===== src/rtl/dm_arb_pkg.sv =====
// Shared constants and types for the data-memory arbiter.
package dm_arb_pkg;

    localparam int unsigned DEF_ADDR_W       = 32;
    localparam int unsigned DEF_DATA_W       = 32;
    localparam int unsigned DEF_STARVE_LIMIT = 4;

    // Access sequencer state encoding (kept as plain constants for legacy compatibility)
    typedef logic [1:0] state_t;
    localparam state_t IDLE  = 2'd0;
    localparam state_t ISSUE = 2'd1;
    localparam state_t RESP  = 2'd2;

    // Grant encoding
    typedef logic gnt_t;
    localparam gnt_t GNT_CPU = 1'b0;
    localparam gnt_t GNT_DBG = 1'b1;

endpackage


===== src/rtl/dm_arb_sel.sv =====
// Combinational grant select: CPU has priority unless debug has been starved.
module dm_arb_sel
    import dm_arb_pkg::*;
(
    input  logic cpu_req,
    input  logic dbg_req,
    input  logic starve_full,
    output logic any_req,
    output gnt_t gnt
);

    // Debug wins when it is the only requester or when its wait limit is reached
    always_comb begin
        any_req = cpu_req | dbg_req;
        gnt     = GNT_CPU;
        if (dbg_req && (!cpu_req || starve_full)) begin
            gnt = GNT_DBG;
        end
    end

endmodule


===== src/rtl/dm_arbiter.sv =====
// Arbitrates the CPU MEM stage and the debug/dump port onto one
// single-port synchronous data memory: IDLE -> ISSUE -> RESP per access.
module dm_arbiter
    import dm_arb_pkg::*;
#(
    parameter int unsigned ADDR_W       = DEF_ADDR_W,
    parameter int unsigned DATA_W       = DEF_DATA_W,
    parameter int unsigned STARVE_LIMIT = DEF_STARVE_LIMIT
) (
    input  logic              clk_i,
    input  logic              rst_i,
    input  logic              cpu_req_i,
    input  logic              cpu_we_i,
    input  logic [ADDR_W-1:0] cpu_addr_i,
    input  logic [DATA_W-1:0] cpu_wdata_i,
    output logic [DATA_W-1:0] cpu_rdata_o,
    output logic              cpu_ack_o,
    output logic              cpu_stall_o,
    input  logic              dbg_req_i,
    input  logic              dbg_we_i,
    input  logic [ADDR_W-1:0] dbg_addr_i,
    input  logic [DATA_W-1:0] dbg_wdata_i,
    output logic [DATA_W-1:0] dbg_rdata_o,
    output logic              dbg_ack_o,
    output logic              mem_en_o,
    output logic              mem_we_o,
    output logic [ADDR_W-1:0] mem_addr_o,
    output logic [DATA_W-1:0] mem_wdata_o,
    input  logic [DATA_W-1:0] mem_rdata_i
);

    localparam int unsigned CNT_W = $clog2(STARVE_LIMIT + 1);
    localparam logic [CNT_W-1:0] CNT_MAX = CNT_W'(STARVE_LIMIT);

    state_t            state;
    gnt_t              gnt_q;
    logic              we_q;
    logic [ADDR_W-1:0] addr_q;
    logic [DATA_W-1:0] wdata_q;
    logic [DATA_W-1:0] cpu_rdata_q;
    logic [DATA_W-1:0] dbg_rdata_q;
    logic [CNT_W-1:0]  starve_cnt;

    logic any_req;
    gnt_t gnt;
    logic starve_full;
    logic resp_data_sel;

    assign starve_full = (starve_cnt == CNT_MAX);

    dm_arb_sel u_sel (
        .cpu_req     (cpu_req_i),
        .dbg_req     (dbg_req_i),
        .starve_full (starve_full),
        .any_req     (any_req),
        .gnt         (gnt)
    );

    // Sequencer, winner capture, starvation counter and held read data
    always_ff @(posedge clk_i or posedge rst_i) begin
        if (rst_i) begin
            state       <= IDLE;
            gnt_q       <= GNT_CPU;
            we_q        <= 1'b0;
            addr_q      <= '0;
            wdata_q     <= '0;
            cpu_rdata_q <= '0;
            dbg_rdata_q <= '0;
            starve_cnt  <= '0;
        end else begin
            case (state)
                IDLE: begin
                    if (any_req) begin
                        state <= ISSUE;
                        gnt_q <= gnt;
                        if (gnt == GNT_DBG) begin
                            we_q    <= dbg_we_i;
                            addr_q  <= dbg_addr_i;
                            wdata_q <= dbg_wdata_i;
                        end else begin
                            we_q    <= cpu_we_i;
                            addr_q  <= cpu_addr_i;
                            wdata_q <= cpu_wdata_i;
                        end
                    end
                    if (dbg_req_i && gnt == GNT_CPU) begin
                        if (!starve_full) begin
                            starve_cnt <= starve_cnt + 1'b1;
                        end
                    end else begin
                        starve_cnt <= '0;
                    end
                end
                ISSUE: state <= RESP;
                RESP: begin
                    state <= IDLE;
                    if (gnt_q == GNT_DBG) begin
                        dbg_rdata_q <= we_q ? '0 : mem_rdata_i;
                    end else begin
                        cpu_rdata_q <= we_q ? '0 : mem_rdata_i;
                    end
                end
                default: state <= IDLE;
            endcase
        end
    end

    // Outputs decode from state and captured registers only
    always_comb begin
        mem_en_o    = (state == ISSUE);
        mem_we_o    = (state == ISSUE) && we_q;
        mem_addr_o  = (state == IDLE) ? '0 : addr_q;
        mem_wdata_o = (state == IDLE) ? '0 : wdata_q;

        cpu_ack_o   = (state == RESP) && (gnt_q == GNT_CPU);
        dbg_ack_o   = (state == RESP) && (gnt_q == GNT_DBG);
        cpu_stall_o = cpu_req_i && !cpu_ack_o;

        // The memory register loaded at ISSUE->RESP presents data during RESP;
        // the ack cycle forwards it, and the port register keeps it afterwards.
        resp_data_sel = (state == RESP) && !we_q;
        cpu_rdata_o   = cpu_rdata_q;
        dbg_rdata_o   = dbg_rdata_q;
        if (cpu_ack_o) begin
            cpu_rdata_o = resp_data_sel ? mem_rdata_i : '0;
        end
        if (dbg_ack_o) begin
            dbg_rdata_o = resp_data_sel ? mem_rdata_i : '0;
        end
    end

endmodule


===== config.mk =====
export PLATFORM = sky130hd
export DESIGN_NAME = dm_arbiter
export DESIGN_NICKNAME = d
export VERILOG_FILES = /design/src/rtl/dm_arb_pkg.sv /design/src/rtl/dm_arb_sel.sv /design/src/rtl/dm_arbiter.sv
export SDC_FILE = /design/constraint.sdc
export NUM_CORES = 1
export LEC_CHECK = 0
export BUFFER_PORTS_ARGS = -buffer_cell sky130_fd_sc_hd__buf_2
export CAP_MARGIN = 20
export CORE_MARGIN = 5
export CORE_UTILIZATION = 40
export DETAILED_ROUTE_END_ITERATION = 6
export GPL_ROUTABILITY_DRIVEN = 0
export PLACE_DENSITY = 0.77
export RECOVER_POWER = 25
export SLEW_MARGIN = 20
export SYNTH_ARGS = -nofsm -noshare
export SYNTH_HDL_FRONTEND = slang
export SYNTH_SLANG_ARGS = --single-unit

===== constraint.sdc =====
create_clock -name clk_i -period 3.7 [get_ports clk_i]
set_input_delay 0.37 -clock clk_i [delete_from_list [all_inputs] [get_ports clk_i]]
set_output_delay 0.37 -clock clk_i [all_outputs]
set_load 0.02 [all_outputs]

### Word-level counts from Yosys, hierarchy flattened

Cells that the tools add are included.

* bitwise logic cells: 3
* equal/unequal tests: 5
* mux-type cells: 14
* add/subtract/negate cells: 1
* reduce and logical (&&, ||, !) cells: 16

Operators with widths (number)
* $mux 32: 8
* $reduce_and 2->1: 4
* $logic_and 1x1->1: 7
* $mux 3: 2
* $ne 2x2->1 const B: 2
* $pmux 2 s2: 1
* $add 3x1->3 const B: 1
* $eq 3x3->1 const B: 1
* $logic_not 1->1: 3
* $eq 2x1->1 const B: 1
* $eq 2x2->1 const B: 1
* $logic_not 2->1: 1
* $mux 1: 2
* $mux 2: 1
* $not 1->1: 2
* $logic_or 1x1->1: 1
* $or 1x1->1: 1

* output and inout port bits: 133
* input port bits: 166
* logic and storage cells: 47
* register bits: 135

### Longest topological paths before layout

* depth after elaboration: 8
* mapped depth: 7
* mapped depth without buffers: 5

### Hierarchy

A second synthesis with hierarchy kept.

* cell total of the unflattened synthesis: 703
* area, all modules: 6626.4 µm²

By module, submodules not included
* dm_arbiter: instances 1, area each 6608.8 µm², cells each 700, seq. area each 3378.2 µm²
* dm_arb_sel: instances 1, area each 17.5 µm², cells each 3, seq. area each 0.0 µm²

### Least setup slack after synthesis

Ideal clock, no wire load.

* path kind: reg-to-output
* start point: register state[0]
* end point: output cpu_rdata_o[15]
* data required time: 3330 ps
* path buffers: 2
* setup slack: 1730 ps
* arrival: 1600 ps
* cell stages (with the launch flop): 5
* path through: dfrtp_1 or3b_1 buf_6 clkbuf_1 o21ai_0

* word-level cells in the longest chain between the ends: 4
* elaborated cells between the ends (all ways): 5
* those cells by class: eq/ne: 1; mux: 2; reduce/logical: 2

RTL lines
* start: declaration: line dm_arbiter.sv:35 `state_t state;`
* start signal: assignment: line dm_arbiter.sv:62 `state <= IDLE;`
* start signal: assignment: line dm_arbiter.sv:74 `state <= ISSUE;`
* start signal: assignment: line dm_arbiter.sv:94 `ISSUE: state <= RESP;`
* $eq 2x2->1 (*): line dm_arbiter.sv:115, dm_arbiter.sv:121
* $logic_and 1x1->1: line dm_arbiter.sv:121 `resp_data_sel = (state == RESP) && !we_q;`
* $mux 32: line dm_arbiter.sv:125 `cpu_rdata_o = resp_data_sel ? mem_rdata_i : '0;`
* $mux 32 (*): line dm_arbiter.sv:124 `if (cpu_ack_o) begin`
* end: declaration: line dm_arbiter.sv:16 `output logic [DATA_W-1:0] cpu_rdata_o,`

Mark *: on every way between the ends. The rest lies on a longest branch, timed or not.

### Final worst setup path

* start point: register we_q
* end point: output dbg_rdata_o[11]

* word-level cells in the longest chain between the ends: 4

RTL lines
* start: declaration: line dm_arbiter.sv:37 `logic we_q;`
* start signal: assignment: line dm_arbiter.sv:77 `we_q <= dbg_we_i;`
* start signal: assignment: line dm_arbiter.sv:81 `we_q <= cpu_we_i;`
* $logic_not 1->1: line dm_arbiter.sv:121
* $logic_and 1x1->1: line dm_arbiter.sv:121
* $mux 32: line dm_arbiter.sv:128 `dbg_rdata_o = resp_data_sel ? mem_rdata_i : '0;`
* $mux 32: line dm_arbiter.sv:127 `if (dbg_ack_o) begin`
* end: declaration: line dm_arbiter.sv:23 `output logic [DATA_W-1:0] dbg_rdata_o,`

No other way between the ends.

==> run_results.csv <==
group,metric,value,unit
cells_and_area,layout_commonest_cell,"buf_2",
synthesis,synth_ff_type,"dfrtp_1",
cells_and_area,fin_util,0.537,
route,via_per_inst,5.35,
timing,hold_viol,0,
cts,h-tree-depth,4,
outcome,outcome,"finished with violations",
global_routing,grt.total_usage,0.202,
worst_setup_path,ff2ff_path_depth,6,
route,route.detailed.drc,0,
cts,ctsHoldBuffers,0,
worst_setup_path,startpoint_type,"flip-flop",
floorplanning,dieWidth,140,um
job,maxCapViolCount,1,
hold_path,min_from,"dbg_wdata_i[17]",
worst_setup_path,r2r-end,"we_q",
worst_setup_path,worstSetupPathType,"reg2out",
floorplanning,dieArea,19700,um^2
floorplanning,dieHeight,140,um
timing,worst_pin_slew,1.51,ns
hold_path,holdPathEnd,"wdata_q[17]",
cells_and_area,area_growth,31.3,%
cts,clk_latency,0.41,ns
synthesis,ys_ff_latch,135,
global_routing,grt_antenna_before_repair,1,
synthesis,syn-instance-count,796,
cells_and_area,fin_area,8910,um^2
cts,cts_tree,"done",
synthesis,ys_warn_count,0,
cts,post_cts_buffers,0,
cells_and_area,drive_gt1_frac,0.340,
cells_and_area,final_cell_mix,"buf_2, dfrtp_1, o21ai_0",
timing,skew,0.0109,ns
timing,setup_viol,0,
synthesis,yosys.cell_types.count,33,
global_routing,grt_pass1_vias,6597,
synthesis,synth-edff-count,0,
outcome,violations,"max-capacitance violations, max-slew violations",
hold_path,whs_path_depth,3,
synthesis,synth.net_count,964,
power_and_ir_drop,total_power,8.60,mW
route,post_drt_wl_per_cell,16.1,um
worst_setup_path,worstPathMaxFanout,33,
global_routing,grt_max_degree,199,
cells_and_area,diodes,0,
worst_setup_path,worst-endpoint-arrival,2.34,ns
cts,numCtsBuffers,17,
route,initialDrtViolationCount,345,
route,routed_wl,20.5,mm
cts,cts.sinks,135,
floorplanning,ios,299,
cts,clk_pin_slew,0.06,ns
worst_setup_path,worst_ep_required_time,3.33,ns
placement,place_inst,1242,
cts,clock_path_buffers,2,
placement,port_buffers,298,
global_routing,met1_usage,0.254,
global_routing,grt_pass1_wl,32.6,mm
global_routing,met2_usage,0.325,
timing,period_share,0.733,
cells_and_area,nets,1210,
floorplanning,row_count,47,
power_and_ir_drop,ir_worst_vdd,0.534,mV
timing,relSlewSlack,-0.0142,
cts,cts_root_buffer,"clkbuf_16",
route,antenna_left,0,
global_routing,use_met3,0.0641,
cts,cts_resized,0,
timing,maxSlewViolCount,31,
timing,final.setup.tns,0,ns
global_routing,gr-total-overflow,0,
power_and_ir_drop,p_leak,4.53,nW
placement,hpwlAfterDp,13.9,mm
synthesis,syn_avg_cell_area,8.52,um^2
timing,timing.final.crit_period,2.71,ns
power_and_ir_drop,p_per_area,966,nW/um^2
synthesis,netlist_area,6780,um^2
placement,place_area,8280,um^2
cells_and_area,fin_cells,1275,
worst_setup_path,reg2reg_setup_slack,1.46,ns
global_routing,grt.busiest_layer,"met2",
route,firstDrtPassIters,5,
synthesis,synthArstFlopShare,1.00,
timing,rsz0062_at_grt,"no",
hold_path,hold_path.class,"in2reg",
timing,clock.fmax,369,MHz
floorplanning,start_util,0.409,
worst_setup_path,endpoint_kind,"primary output",
synthesis,synth-seq-area-share,0.498,
route,vias,6819,
worst_setup_path,r2r-start,"starve_cnt[0]",
floorplanning,core-area,16600,um^2
[flip-flops by register name, summed over array words and instances, names as in the netlist]
register and count:
gnt_q 1, addr_q 32, wdata_q 32, starve_cnt 3, cpu_rdata_q 32, dbg_rdata_q 32
state 2, we_q 1
[worst max-delay path: stages, from the launching register on]
cell and delay, ns:
dfrtp_1 0.38, inv_1 0.74, nand2_1 0.30, o21ai_0 0.30, buf_2 0.21
[synth_stat cells (5+ instances only)]
cell type / number / area [um^2]
nand2_1: 94 / 353
dfrtp_1: 135 / 3380
o21ai_0: 98 / 490
clkbuf_1: 43 / 161
nand4_1: 66 / 413
inv_1: 72 / 270
nor2_1: 64 / 240
o21ai_1: 26 / 130
buf_2: 27 / 135
o21ai_2: 6 / 52.6
o221ai_1: 65 / 569
buf_1: 5 / 18.8
nand3_1: 66 / 330
[through the flow]
| stage | setup WS (ns) | hold slack (ns) |
|---|---|---|
| finish | 0.989 | 0.201 |
| global route | 0.794 | 0.191 |
| CTS | 0.928 | 0.0961 |
| detailed placement | 1.37 | 0.461 |
| global placement | 1.33 | 0.450 |
| floorplan | 1.65 | 0.439 |
[report_power, final]
group | leakage (nW) | total (mW) | switching, mW | internal (mW)
clock network | 0.293 | 1.74 | 0.658 | 1.08
registers | 1.69 | 2.37 | 0.203 | 2.16
logic | 2.54 | 4.49 | 3.10 | 1.40
total | 4.53 | 8.60 | 3.96 | 4.64
[area by class of cell]
type	instances	area (um^2)
multi-input cells	507	2760
well taps	220	275
flip-flops and latches	135	3380
clock inverters	14	171
inverters	73	275
fillers	1542	7680
repair buffers	308	1600
clock buffers	18	439
[routing by layer]
| metal | up-vias | wire (um) |
|---|---|---|
| met3 | 35 | 1850 |
| met1 | 3177 | 8480 |
| met4 | 2 | 470 |
| met2 | 297 | 9740 |
| li1 | 3308 | - |
| met5 | - | 7 |
[cell families (layout without fill, tap and decap cells)]
kind of cell / Yosys count / count (layout) / synth area share
AOI/OAI and AO/OA: 200 / 200 / 0.189
buffers and inverters: 154 / 413 / 0.0959
adders and majority gates: 2 / 2 / 0.00369
and+or+nand+nor: 305 / 305 / 0.214
DFF: 135 / 135 / 0.498
[worst max path at each step]
stage          startpoint               to  slack (ns)  cells past startpoint
2_1_floorplan       rst_i        addr_q[0]        1.65                      1
3_3_place_gp         we_q   dbg_rdata_o[1]        1.33                      4
3_5_place_dp     state[1]  cpu_rdata_o[12]        1.37                      4
4_1_cts          state[1]  cpu_rdata_o[12]        0.93                      4
5_1_grt              we_q  dbg_rdata_o[11]        0.79                      4
6_report             we_q  dbg_rdata_o[11]        0.99                      4
Power figures use the tool's default switching activity.
